==> config.mk <==
export PLATFORM = sky130hd
export DESIGN_NAME = regfile_port_arbiter
export DESIGN_NICKNAME = d
export VERILOG_FILES = /design/src/rtl/regfile_port_arbiter.sv
export SDC_FILE = /design/constraint.sdc
export NUM_CORES = 1
export LEC_CHECK = 0
export CORE_MARGIN = 5
export CORE_UTILIZATION = 40
export CTS_CLUSTER_SIZE = 14
export DETAILED_ROUTE_END_ITERATION = 12
export PLACE_DENSITY = 0.78
export SETUP_SLACK_MARGIN = 0.5
export SLEW_MARGIN = 25
export SYNTH_ARGS = -nofsm -noshare
export SYNTH_HDL_FRONTEND = slang
export SYNTH_SLANG_ARGS = --single-unit
==> constraint.sdc <==
create_clock -name CLK -period 2.2 [get_ports CLK]
set_input_delay 0.44 -clock CLK [delete_from_list [all_inputs] [get_ports CLK]]
set_output_delay 0.44 -clock CLK [all_outputs]
set_load 0.005 [all_outputs]
==> src/rtl/regfile_port_arbiter.sv <==
// Shares register-file port B between the core datapath and a debug requester.
// Define REGFILE_ARB_DBG_BYTE_EN to add the DBG_BYTE_EN input for debug writes.
module regfile_port_arbiter #(
  parameter int unsigned MAX_WAIT = 8
) (
  input  logic        CLK,
  input  logic        RESET,
  input  logic        CORE_REGB_EN,
  input  logic        CORE_REGB_WEN,
  input  logic [1:0]  CORE_REGB_BYTE_EN,
  input  logic [3:0]  CORE_REGB_ADDR,
  input  logic [15:0] CORE_REGB_DIN,
  output logic        CORE_STALL,
  input  logic        DBG_REQ,
  input  logic        DBG_WR,
  input  logic [3:0]  DBG_ADDR,
  input  logic [15:0] DBG_WDATA,
`ifdef REGFILE_ARB_DBG_BYTE_EN
  input  logic [1:0]  DBG_BYTE_EN,
`endif
  output logic        DBG_ACK,
  output logic [15:0] DBG_RDATA,
  output logic        RF_EN,
  output logic        RF_WEN,
  output logic [1:0]  RF_BYTE_EN,
  output logic [3:0]  RF_ADDR,
  output logic [15:0] RF_DIN,
  input  logic [15:0] RF_DOUT
);

  localparam int unsigned CNT_W  = 8;
  localparam int unsigned ADDR_W = 4;
  localparam int unsigned DATA_W = 16;
  localparam int unsigned BE_W   = 2;

  typedef enum logic [2:0] {IDLE, ARB, ISSUE, RDWAIT, DONE} state_t;

  typedef struct packed {
    logic              wr;
    logic [BE_W-1:0]   byte_en;
    logic [ADDR_W-1:0] addr;
    logic [DATA_W-1:0] wdata;
  } dbg_req_t;

  state_t            state_q, state_d;
  logic [CNT_W-1:0]  cnt_q, cnt_d;
  dbg_req_t          held_q, held_d;
  logic [BE_W-1:0]   dbg_be;

`ifdef REGFILE_ARB_DBG_BYTE_EN
  assign dbg_be = DBG_BYTE_EN;
`else
  assign dbg_be = BE_W'(2'b11);
`endif

  // State, counter, held request and registered debug outputs
  always_ff @(posedge CLK) begin
    if (RESET) begin
      state_q   <= IDLE;
      cnt_q     <= '0;
      held_q    <= '0;
      DBG_ACK   <= 1'b0;
      DBG_RDATA <= '0;
    end else begin
      state_q <= state_d;
      cnt_q   <= cnt_d;
      held_q  <= held_d;
      DBG_ACK <= (state_d == DONE);
      if (state_q == RDWAIT) begin
        DBG_RDATA <= RF_DOUT;
      end
    end
  end

  // Next state plus port-B steering; the core owns port B except in ISSUE
  always_comb begin
    state_d    = state_q;
    cnt_d      = cnt_q;
    held_d     = held_q;
    CORE_STALL = 1'b0;
    RF_EN      = CORE_REGB_EN;
    RF_WEN     = CORE_REGB_WEN;
    RF_BYTE_EN = CORE_REGB_BYTE_EN;
    RF_ADDR    = CORE_REGB_ADDR;
    RF_DIN     = CORE_REGB_DIN;

    case (state_q)
      IDLE: begin
        if (DBG_REQ) begin
          held_d.wr      = DBG_WR;
          held_d.byte_en = dbg_be;
          held_d.addr    = DBG_ADDR;
          held_d.wdata   = DBG_WDATA;
          cnt_d          = '0;
          state_d        = ARB;
        end
      end
      ARB: begin
        if (!CORE_REGB_EN) begin
          state_d = ISSUE;
        end else if (cnt_q == CNT_W'(MAX_WAIT - 1)) begin
          state_d = ISSUE;
        end else begin
          cnt_d = cnt_q + CNT_W'(1);
        end
      end
      ISSUE: begin
        CORE_STALL = 1'b1;
        RF_EN      = 1'b1;
        RF_WEN     = held_q.wr;
        RF_BYTE_EN = held_q.byte_en;
        RF_ADDR    = held_q.addr;
        RF_DIN     = held_q.wdata;
        state_d    = held_q.wr ? DONE : RDWAIT;
      end
      RDWAIT: begin
        state_d = DONE;
      end
      DONE: begin
        state_d = IDLE;
      end
      default: begin
        state_d = IDLE;
      end
    endcase
  end

endmodule
==> results.yml, run 1 <==
setup_path:
  r2r-end: "cnt_q[4]"
  cp.required_ns: 1.76
  arrival_ns: 1.60
  max_stage_delay_ns: 0.34
  r2r_start: "state_q[2]"
  cp_slowest_cell: "dfxtp_2"
  setup.worst_path.start_class: "flip-flop"
  path_cells: "nand2b_4 > nor2_4 > buf_6 > buf_16 > mux2_4 > buf_6"
  cpMostUsedCell: "buf_6"
  worst-path-buf-inv: 3
  worst-path-max-fanout: 8
  cp-end-kind: "output pin"
  rr_worst_depth: 5
  crit_type: "flip-flop to output pin"
  r2r_setup_slack_ns: 0.55
  critical_path.top_delay_family: "buffers and inverters"
global_route:
  grt_start_max_net_pins: 25
  grt_pass1_vias: 2242
  grt_overflow: 0
  track_usage_pct: 18.2
  antenna_found_initial: 0
  grt_pass1_wl_mm: 10.4
run_status:
  status: "finished, final reports clean"
placed_design:
  gp_congestion: 0.844
  dp_hpwl_mm: 4.58
  numPortBuffers: 105
  dp_slack_ns: 0.0868
sta:
  layout_setup_ws_ns: 0.157
  period_needed_ns: 2.04
  relSlewSlack_pct: 57.9
  final_hold_viol_count: 0
  worst_pin_slew_ns: 0.628
  finalSetupViolations: 0
  finClkSkew_ns: 0.00395
  grt_setup_unrepaired: "yes"
  fmax_ghz: 0.489
  setup_tns_ns: 0
  maxSlewViolCount: 0
  final.period_utilization_pct: 92.9
power:
  vdd_ir_drop_max_mv: 0.385
  leakage_nw: 1.42
  power.density_nw_per_um2: 537
clock_tree:
  clock_path_buffers: 2
  cts_tree: "yes"
  cts-htree-levels: 2
  cts-buffers-inserted: 5
  clk_pin_slew_ns: 0.09
  clk_latency_ns: 0.30
  cts-root-buf: "clkbuf_8"
  clock-sinks: 50
  hold_buffers: 0
floorplan:
  std_cell_rows: 26
  die_area_um2: 7000
  die_x_um: 83.7
  start_util_pct: 41.7
  core_um2: 5200
  die_h_um: 83.7
  io-pin-count: 106
detailed_routing:
  drcViolationCount: 0
  firstDrtPassIters: 4
  via_count: 2178
  routedWlPerCell_um: 14.7
  vias_per_cell: 4.84
  totalWireLength_mm: 6.63
  ant_nets: 0
  first_iter_violations: 41
synthesis:
  ys_seq_elements: 50
  ys_warn_count: 0
  synthDistinctLibCells: 27
  yosysSeqAreaShare_pct: 46.1
  syn_area_um2: 2170
  syn_avg_cell_area_um2: 8.29
  netlist_instances: 262
  syn-num-nets: 327
run:
  maxCapViolations: 0
finish:
  regArea_um2: 1000
  multi_input_area_um2: 1230
  layout-drive-gt1-share_pct: 25.0
  antenna_cells: 0
  nNetsFinal: 444
  syn_to_final_growth_pct: 72.6
  fillers: 420
worst_hold_path:
  hold_start: "DBG_RDATA[13]"
  whs_path_depth: 2
  hold_end: "DBG_RDATA[13]"
  min_path_type: "flip-flop to flip-flop"
-- final cells by class --
type                            count  area share [%]
Tap cell                           70            2.34
Sequential cell                    50            26.8
Timing Repair Buffer              127            35.0
Clock inverter                      1           0.133
Inverter                            5           0.501
Clock buffer                        7            2.30
Multi-Input combinational cell    190            32.9
-- cells in the mapped netlist --
library cell / instances / share of area [%]
nand4bb_2: 1 / 0.75
and4bb_1: 1 / 0.58
buf_6: 2 / 1.0
xnor2_1: 6 / 2.4
a21oi_1: 41 / 9.4
a211oi_1: 2 / 0.69
inv_1: 5 / 0.86
nand3b_1: 1 / 0.35
clkbuf_1: 13 / 2.2
buf_2: 2 / 0.46
a2111oi_0: 2 / 0.81
o21ai_0: 2 / 0.46
dfxtp_1: 50 / 46
ha_1: 1 / 0.58
mux2_2: 22 / 11
or4b_4: 1 / 0.63
or3_1: 1 / 0.29
nand2_1: 80 / 14
a21o_1: 1 / 0.35
or2_2: 2 / 0.58
nand4_1: 2 / 0.58
nand2b_1: 2 / 0.58
and3_1: 1 / 0.29
nor2_1: 14 / 2.4
a211oi_2: 2 / 1.2
nand3_1: 2 / 0.46
nor3_1: 3 / 0.69
-- state kept, by name (all words and copies together) (netlist names) --
signal and count:
DBG_RDATA 16, cnt_q 8, held_q 22, DBG_ACK 1, state_q 3
-- timing repair --
item	in CTS	in global routing
hold endpoints to repair	0	0
resized for setup	157	15
setup endpoints to repair	28	31
setup buffers	6	2
pin swaps	2	4
cloned	2	0
-- cells in the final DEF (no fill, tap or decap), drive strengths merged, types with 3 or more instances in the layout --
cell type,instances
xnor2,6
inv,5
clkdlybuf4s50,79
mux2,22
clkbuf,7
dfxtp,50
nand2,80
a21oi,41
nor2,14
a211oi,4
nor3,3
buf,47
-- through the flow --
| step | hold WS (ns) | total power [mW] | area, um^2 | std cells | utilization (%) |
|---|---|---|---|---|---|
| after floorplan | 0.433 | 1.16 | 2180 | 262 | - |
| after global placement | 0.440 | 1.40 | 3340 | 432 | 64.2 |
| after detailed placement | 0.446 | 1.41 | 3340 | 432 | 64.2 |
| after CTS | 0.458 | 2.02 | 3670 | 448 | 70.4 |
| after global routing | 0.482 | 2.11 | 3750 | 450 | 72.0 |
| final | 0.457 | 2.01 | 3750 | 450 | 72.0 |
-- power by group --
part | leakage (nW) | total (mW) | switching (mW) | internal [mW]
Combinational | 0.963 | 0.491 | 0.180 | 0.311
Sequential | 0.408 | 0.973 | 0.0274 | 0.946
Clock | 0.0482 | 0.550 | 0.295 | 0.254
Total | 1.42 | 2.01 | 0.503 | 1.51
-- cell families (layout without fill, tap and decap cells) --
kind of cell	Yosys count	in the layout	synth area share (%)
buf+inv	22	140	4.61
compound gates	50	50	12.9
fa+ha+maj	1	1	0.576
simple gates	111	111	22.0
flops	50	50	46.1
mux	22	22	11.4
xor+xnor	6	6	2.42
-- how the worst max path moves through the flow --
stage                            start         end  slack (ns)  depth (start not counted)
after floorplan             state_q[2]  RF_DIN[10]        0.51                          4
after global placement    CORE_REGB_EN       RF_EN        0.09                          3
after detailed placement  CORE_REGB_EN       RF_EN        0.09                          3
after CTS                   state_q[2]  RF_ADDR[0]        0.13                          6
after global routing        state_q[2]  RF_ADDR[0]        0.11                          6
final                       state_q[2]   RF_DIN[4]        0.16                          6
-- routing by layer --
layer  vias up  GRT usage (%)  wire length (um)
li1       1103              -                 -
met1       993           20.4              2640
met2        78           30.5              3210
met3         4           9.28               720
met4         0           4.53                53
met5         -              0                 0
-- tightest hold or removal path: stages (launching register included) --
cell,delay [ns]
dfxtp_1,0.31
nand2_1,0.05
a21oi_1,0.05
(Power assumes the default switching activity.)
==> run 2: changes to the inputs <==
--- a/config.mk
+++ b/config.mk
@@ -6,11 +6,12 @@
 export NUM_CORES = 1
 export LEC_CHECK = 0
+export ABC_AREA = 1
 export CORE_MARGIN = 5
-export CORE_UTILIZATION = 40
+export CORE_UTILIZATION = 41
 export CTS_CLUSTER_SIZE = 14
 export DETAILED_ROUTE_END_ITERATION = 12
-export PLACE_DENSITY = 0.78
+export PLACE_DENSITY = 0.79
 export SETUP_SLACK_MARGIN = 0.5
-export SLEW_MARGIN = 25
+export SLEW_MARGIN = 5
 export SYNTH_ARGS = -nofsm -noshare
 export SYNTH_HDL_FRONTEND = slang
==> constraint.sdc (replaced) <==
create_clock -name CLK -period 2.2 [get_ports CLK]
set_input_delay 0.33 -clock CLK [delete_from_list [all_inputs] [get_ports CLK]]
set_output_delay 0.33 -clock CLK [all_outputs]
set_load 0.005 [all_outputs]
==> run 2 against run 1 <==
Non-clock buffer count down 2. Die area up 1.8%. Hold slack gained 0.031 ns. Sequential share of layout area grew 0.62 points. Via count increased by 16%. Core utilization fell by 4.2 points. Clock power is 4.2% higher. Clock skew up 0.0070 ns. Cell count grew 18%. Global-route usage is essentially flat.
==> results.yml, run 2 <==
run_status:
  status: "finished, final reports clean"
synthesis:
  syn_area_um2: 2270
  synthDistinctLibCells: 27
  yosysSeqAreaShare_pct: 44.1
  yosysTopAreaCell: "dfxtp_1"
  ys_warn_count: 0
  syn-num-nets: 405
  async_flop_share_pct: 0
  synthMostInstantiatedCell: "nand2_1"
  synth_area_leaders: "dfxtp_1 44%, nand2_1 16%, nor2_1 15%"
  ys_seq_elements: 50
  synth_flop_cell: "dfxtp_1"
  synth_edf_count: 0
  netlist_instances: 340
  syn_avg_cell_area_um2: 6.68
  synth_common_cells: "97 x nand2_1, 91 x nor2_1, 50 x dfxtp_1, 33 x o21ai_0"
  synth_top_area_share_pct: 44.1
setup_path:
  path_cells: "inv_2 > nor3_4 > buf_6 > buf_12 > buf_12 > inv_8 > nand2_2 > nand2_1 > buf_2"
  max_stage_delay_ns: 0.34
  worst-path-max-fanout: 6
  cp.required_ns: 1.87
  arrival_ns: 1.54
  setup.worst_path.start_class: "flip-flop"
  cpMostUsedCell: "buf_12"
  crit_type: "flip-flop to output pin"
  cp_slowest_cell: "dfxtp_2"
  cp-end-kind: "output pin"
floorplan:
  die_h_um: 84.4
  core_um2: 5440
  start_util_pct: 41.8
  std_cell_rows: 27
  die_x_um: 84.4
  die_area_um2: 7130
  io-pin-count: 106
detailed_routing:
  routedWlPerCell_um: 13.3
  drcViolationCount: 0
  via_count: 2529
  first_iter_violations: 112
  ant_nets: 0
  firstDrtPassIters: 4
  totalWireLength_mm: 7.09
  vias_per_cell: 4.75
finish:
  layout-drive-gt1-share_pct: 20.2
  antenna_cells: 0
  mostFrequentLayoutCells: "91 x nor2_1, 80 x clkdlybuf4s50_1, 78 x nand2_1"
  syn_to_final_growth_pct: 62.3
  nNetsFinal: 524
  largest_register_ff_count: 22
  reg.largest.list: "held_q: 22 flops, DBG_RDATA: 16 flops, cnt_q: 8 flops"
  top_register: "held_q"
  final_common_cell: "nor2_1"
  finish.instance_area_um2: 3690
sta:
  period_needed_ns: 1.87
  setup_tns_ns: 0
  finClkSkew_ns: 0.0110
  finalSetupViolations: 0
  final_hold_viol_count: 0
  worst_pin_slew_ns: 0.372
  final.period_utilization_pct: 84.8
  grt_setup_unrepaired: "yes"
  maxSlewViolCount: 0
  fmax_ghz: 0.536
  whs_ns: 0.488
  relSlewSlack_pct: 75.2
clock_tree:
  cts_tree: "yes"
  cts-htree-levels: 2
  clk_pin_slew_ns: 0.09
  cts-buffers-inserted: 5
  clk_latency_ns: 0.31
  cts-root-buf: "clkbuf_8"
  clock-sinks: 50
  hold_buffers: 0
  clock_path_buffers: 2
power:
  vdd_ir_drop_max_mv: 0.347
  power_frac_clock_pct: 27.8
  power.density_nw_per_um2: 559
  combPwrFrac_pct: 23.6
  netSwitchingFraction_pct: 28.0
  power_mw: 2.06
  leakage_nw: 1.59
  p_int_mw: 1.49
  p_seq_share_pct: 48.6
  p_switching_uw: 578
worst_hold_path:
  min_path_type: "flip-flop to flip-flop"
global_route:
  grt_overflow: 0
  grt_start_max_net_pins: 39
  grt_pass1_vias: 2372
  grt_pass1_wl_mm: 10.6
  antenna_found_initial: 0
  track_usage_pct: 18.2
placed_design:
  gp_congestion: 0.803
  numPortBuffers: 105
  place_area_um2: 3390
  dp_hpwl_mm: 4.67
run:
  maxCapViolations: 0
-- run 2: layout make-up --
type                            instances  area (um^2)
Tap cell                               72         90.1
Inverter                               14         65.1
Sequential cell                        50         1010
Clock inverter                          2         16.3
Multi-Input combinational cell        260         1210
Clock buffer                            6         82.6
Timing Repair Buffer                  125         1170
Timing Repair inverter                  3         38.8
Fill cell                             467         1750
-- run 2: repair_timing --
item                       in CTS  in global routing
pin swaps                       1                  7
resized for setup              65                 80
setup buffers                   8                  2
setup endpoints to repair      25                 35
gates cloned                    2                  3
-- run 2: cells by family (layout without fill, tap and decap cells) --
kind of cell	count (synthesis)	in the layout	share of synthesized area (%)
simple gates	207	207	37.1
compound gates	50	50	11.7
flops	50	50	44.1
buf+inv	30	150	5.84
xor+xnor	2	2	0.771
fa+ha+maj	1	1	0.551
-- run 2: per-layer routing --
layer  up-vias  share of wire, %  track usage [%]
met5         -                 0                0
met4         0               1.8             4.46
met3        15               9.9             8.73
met2        98                48             30.8
li1       1303                 -                -
met1      1113                40             20.7
-- run 2: final timing paths --
kind,depth (start not counted),startpoint,slack [ns],endpoint
max,9,state_q[1],0.33,RF_DIN[14]
min,2,held_q[10],0.49,held_q[10]
max reg2reg,8,cnt_q[0],0.67,cnt_q[0]
min reg2reg,2,held_q[10],0.49,held_q[10]
-- run 2: worst max-delay path: cells and delay by family (launching register included) --
kind	cells	cell delay [ns]
buffers and inverters	6	0.60
and+or+nand+nor	3	0.29
DFF	1	0.34
-- run 2: power groups by stage --
stage                     Sequential, mW  Combinational, mW  Clock, mW
after floorplan                     1.01              0.197          0
after global placement              1.02              0.437          0
after detailed placement            1.02              0.445          0
after CTS                          0.997              0.451      0.586
after global routing                1.01              0.536      0.638
final                               1.00              0.487      0.573
-- run 2: stage by stage --
step	setup WS, ns	util [%]	std cells
floorplan	0.858	-	340
global placement	0.328	62.4	509
detailed placement	0.338	62.4	509
CTS	0.300	66.0	527
global route	0.245	67.8	532
finish	0.335	67.8	532
==> run 3: changes to the inputs <==
CORE_UTILIZATION = 37   (was 41)
PLACE_DENSITY = 0.75   (was 0.79)
clock period = 1.6 ns   (was 2.2 ns; I/O delays follow)
==> run 3 against run 2 <==
The flow now finishes with violations (negative setup slack). Routed wire length up 28%. Combinational power grew 100%. Global-route usage increased by 2.9 points. Cell area increased by 19%. Clock power increased by 58%. Sequential cell count stayed put. Cell count grew 7.3%. Critical path depth shrank 1. Sequential power up 39%. Largest cell class unchanged.
==> results.yml, run 3 (synthesized netlist as in run 2, its figures left out) <==
finish:
  regArea_um2: 1040
  syn_to_final_growth_pct: 93.7
  mostFrequentLayoutCells: "82 x nand2_1, 82 x nor2_1, 63 x clkdlybuf4s50_1"
  multi_input_area_um2: 1560
  top_register: "held_q"
  reg.largest.list: "held_q: 22 flops, DBG_RDATA: 16 flops, cnt_q: 8 flops"
  instances_no_fill: 571
  fillers: 426
  antenna_cells: 0
  layout-drive-gt1-share_pct: 44.2
  largest_register_ff_count: 22
  nNetsFinal: 560
floorplan:
  core_um2: 5960
  die_x_um: 88.4
  die_area_um2: 7810
  start_util_pct: 38.2
  std_cell_rows: 28
  die_h_um: 88.4
  io-pin-count: 106
setup_path:
  max_stage_delay_ns: 0.37
  path_cells: "nor3_4 > buf_12 > buf_8 > buf_6 > buf_6 > nand2_4 > nand2_2 > buf_6"
  cp_slowest_cell: "dfxtp_4"
  crit_type: "flip-flop to output pin"
  critPathLaunch: "state_q[2]"
  cp.required_ns: 1.36
  worst-path-max-fanout: 5
  cp-end-kind: "output pin"
  arrival_ns: 1.57
  setup.worst_path.start_class: "flip-flop"
  cpMostUsedCell: "buf_6"
  r2r_start: "state_q[2]"
sta:
  finalSetupViolations: 24
  layout_setup_ws_ns: -0.214
  fmax_ghz: 0.551
  maxSlewViolCount: 0
  whs_ns: 0.479
  period_needed_ns: 1.81
  worst_pin_slew_ns: 0.267
  final_hold_viol_count: 0
  final.period_utilization_pct: 113
  finClkSkew_ns: 0.00935
  relSlewSlack_pct: 82.2
  grt_setup_unrepaired: "yes"
clock_tree:
  hold_buffers: 0
  cts-htree-levels: 2
  clk_pin_slew_ns: 0.09
  clk_latency_ns: 0.32
  cts_tree: "yes"
  cts-buffers-inserted: 5
  cts-root-buf: "clkbuf_8"
  clock-sinks: 50
  clock_path_buffers: 2
power:
  leakage_nw: 1.93
  power.density_nw_per_um2: 743
  power_frac_clock_pct: 27.6
  p_seq_share_pct: 42.4
  vdd_ir_drop_max_mv: 0.591
  combPwrFrac_pct: 30.0
  p_switching_uw: 947
  netSwitchingFraction_pct: 29.0
  p_int_mw: 2.32
global_route:
  grt_start_max_net_pins: 39
  track_usage_pct: 21.1
  grt_pass1_vias: 2748
  grt_overflow: 0
  grt_pass1_wl_mm: 12.8
  antenna_found_initial: 0
detailed_routing:
  drcViolationCount: 0
  firstDrtPassIters: 4
  ant_nets: 0
  totalWireLength_mm: 9.10
  via_count: 2845
  first_iter_violations: 104
  routedWlPerCell_um: 15.9
  vias_per_cell: 4.98
run_status:
  failed_checks: "negative setup slack"
  status: "complete, but fails checks"
placed_design:
  dp_slack_ns: -0.0687
  numPortBuffers: 105
  placed_cells: 520
  gp_congestion: 0.797
  dp_hpwl_mm: 4.86
worst_hold_path:
  min_path_type: "flip-flop to flip-flop"
  hold_start: "held_q[10]"
run:
  maxCapViolations: 0
[run 3: changes by cell type in the layout (fill, tap and decap cells not counted), moves of 17 or more]
cell,before,now
o21ai_2,0,36
o21ai_0,33,0
buf_4,8,29
dfxtp_1,46,28
clkdlybuf4s50_1,80,63
dfxtp_2,2,19
[run 3: power groups by stage]
| stage | combinational, mW | sequential [mW] | clock (mW) |
|---|---|---|---|
| after global placement | 0.643 | 1.40 | 0 |
| after CTS | 0.838 | 1.38 | 0.909 |
| after global routing | 1.05 | 1.40 | 0.981 |
| after floorplan | 0.282 | 1.40 | 0 |
| after detailed placement | 0.655 | 1.41 | 0 |
| final | 0.980 | 1.39 | 0.903 |
[run 3: critical path, delay by kind of cell (launching register included)]
family                 cells  cell delay (ns)
flip-flops                 1             0.37
buffers and inverters      5             0.54
AND/OR/NAND/NOR            3             0.34
[run 3: worst paths after layout]
path,slack (ns),cells after the start,endpoint
min,0.48,2,held_q[10]
max,-0.21,8,RF_WEN
min reg2reg,0.48,2,held_q[10]
max reg2reg,0.04,9,cnt_q[3]
[run 3: per-layer routing]
metal  global-route usage, %  vias to the layer above  part of all wire (%)
met4                    8.79                        0                   3.9
met5                       0                        -                     0
met2                    38.0                      139                    52
met1                    22.8                     1293                    35
li1                        -                     1386                     -
met3                    6.61                       27                   8.8
[run 3: per-stage QoR]
step / power (mW) / setup TNS, ns / cell area [um^2] / util, %
global placement: 2.05 / -0.808 / 3510 / 58.9
global route: 3.43 / -4.12 / 4400 / 73.9
floorplan: 1.68 / 0 / 2320 / -
finish: 3.27 / -2.84 / 4400 / 73.9
detailed placement: 2.06 / -1.11 / 3510 / 58.9
CTS: 3.12 / -2.89 / 4110 / 69.1
[run 3: area by class of cell]
type | instances | share of cell area (%)
Sequential cell | 50 | 23.5
Clock buffer | 6 | 1.65
Clock inverter | 2 | 0.853
Multi-Input combinational cell | 262 | 35.5
Tap cell | 75 | 2.13
Timing Repair Buffer | 162 | 34.6
Inverter | 14 | 1.65
[run 3: what timing repair did]
action / in CTS / in global routing
setup buffers: 15 / 20
cloned: 8 / 0
gates resized for setup: 210 / 118
pin swaps: 27 / 50
setup endpoints to repair: 91 / 91
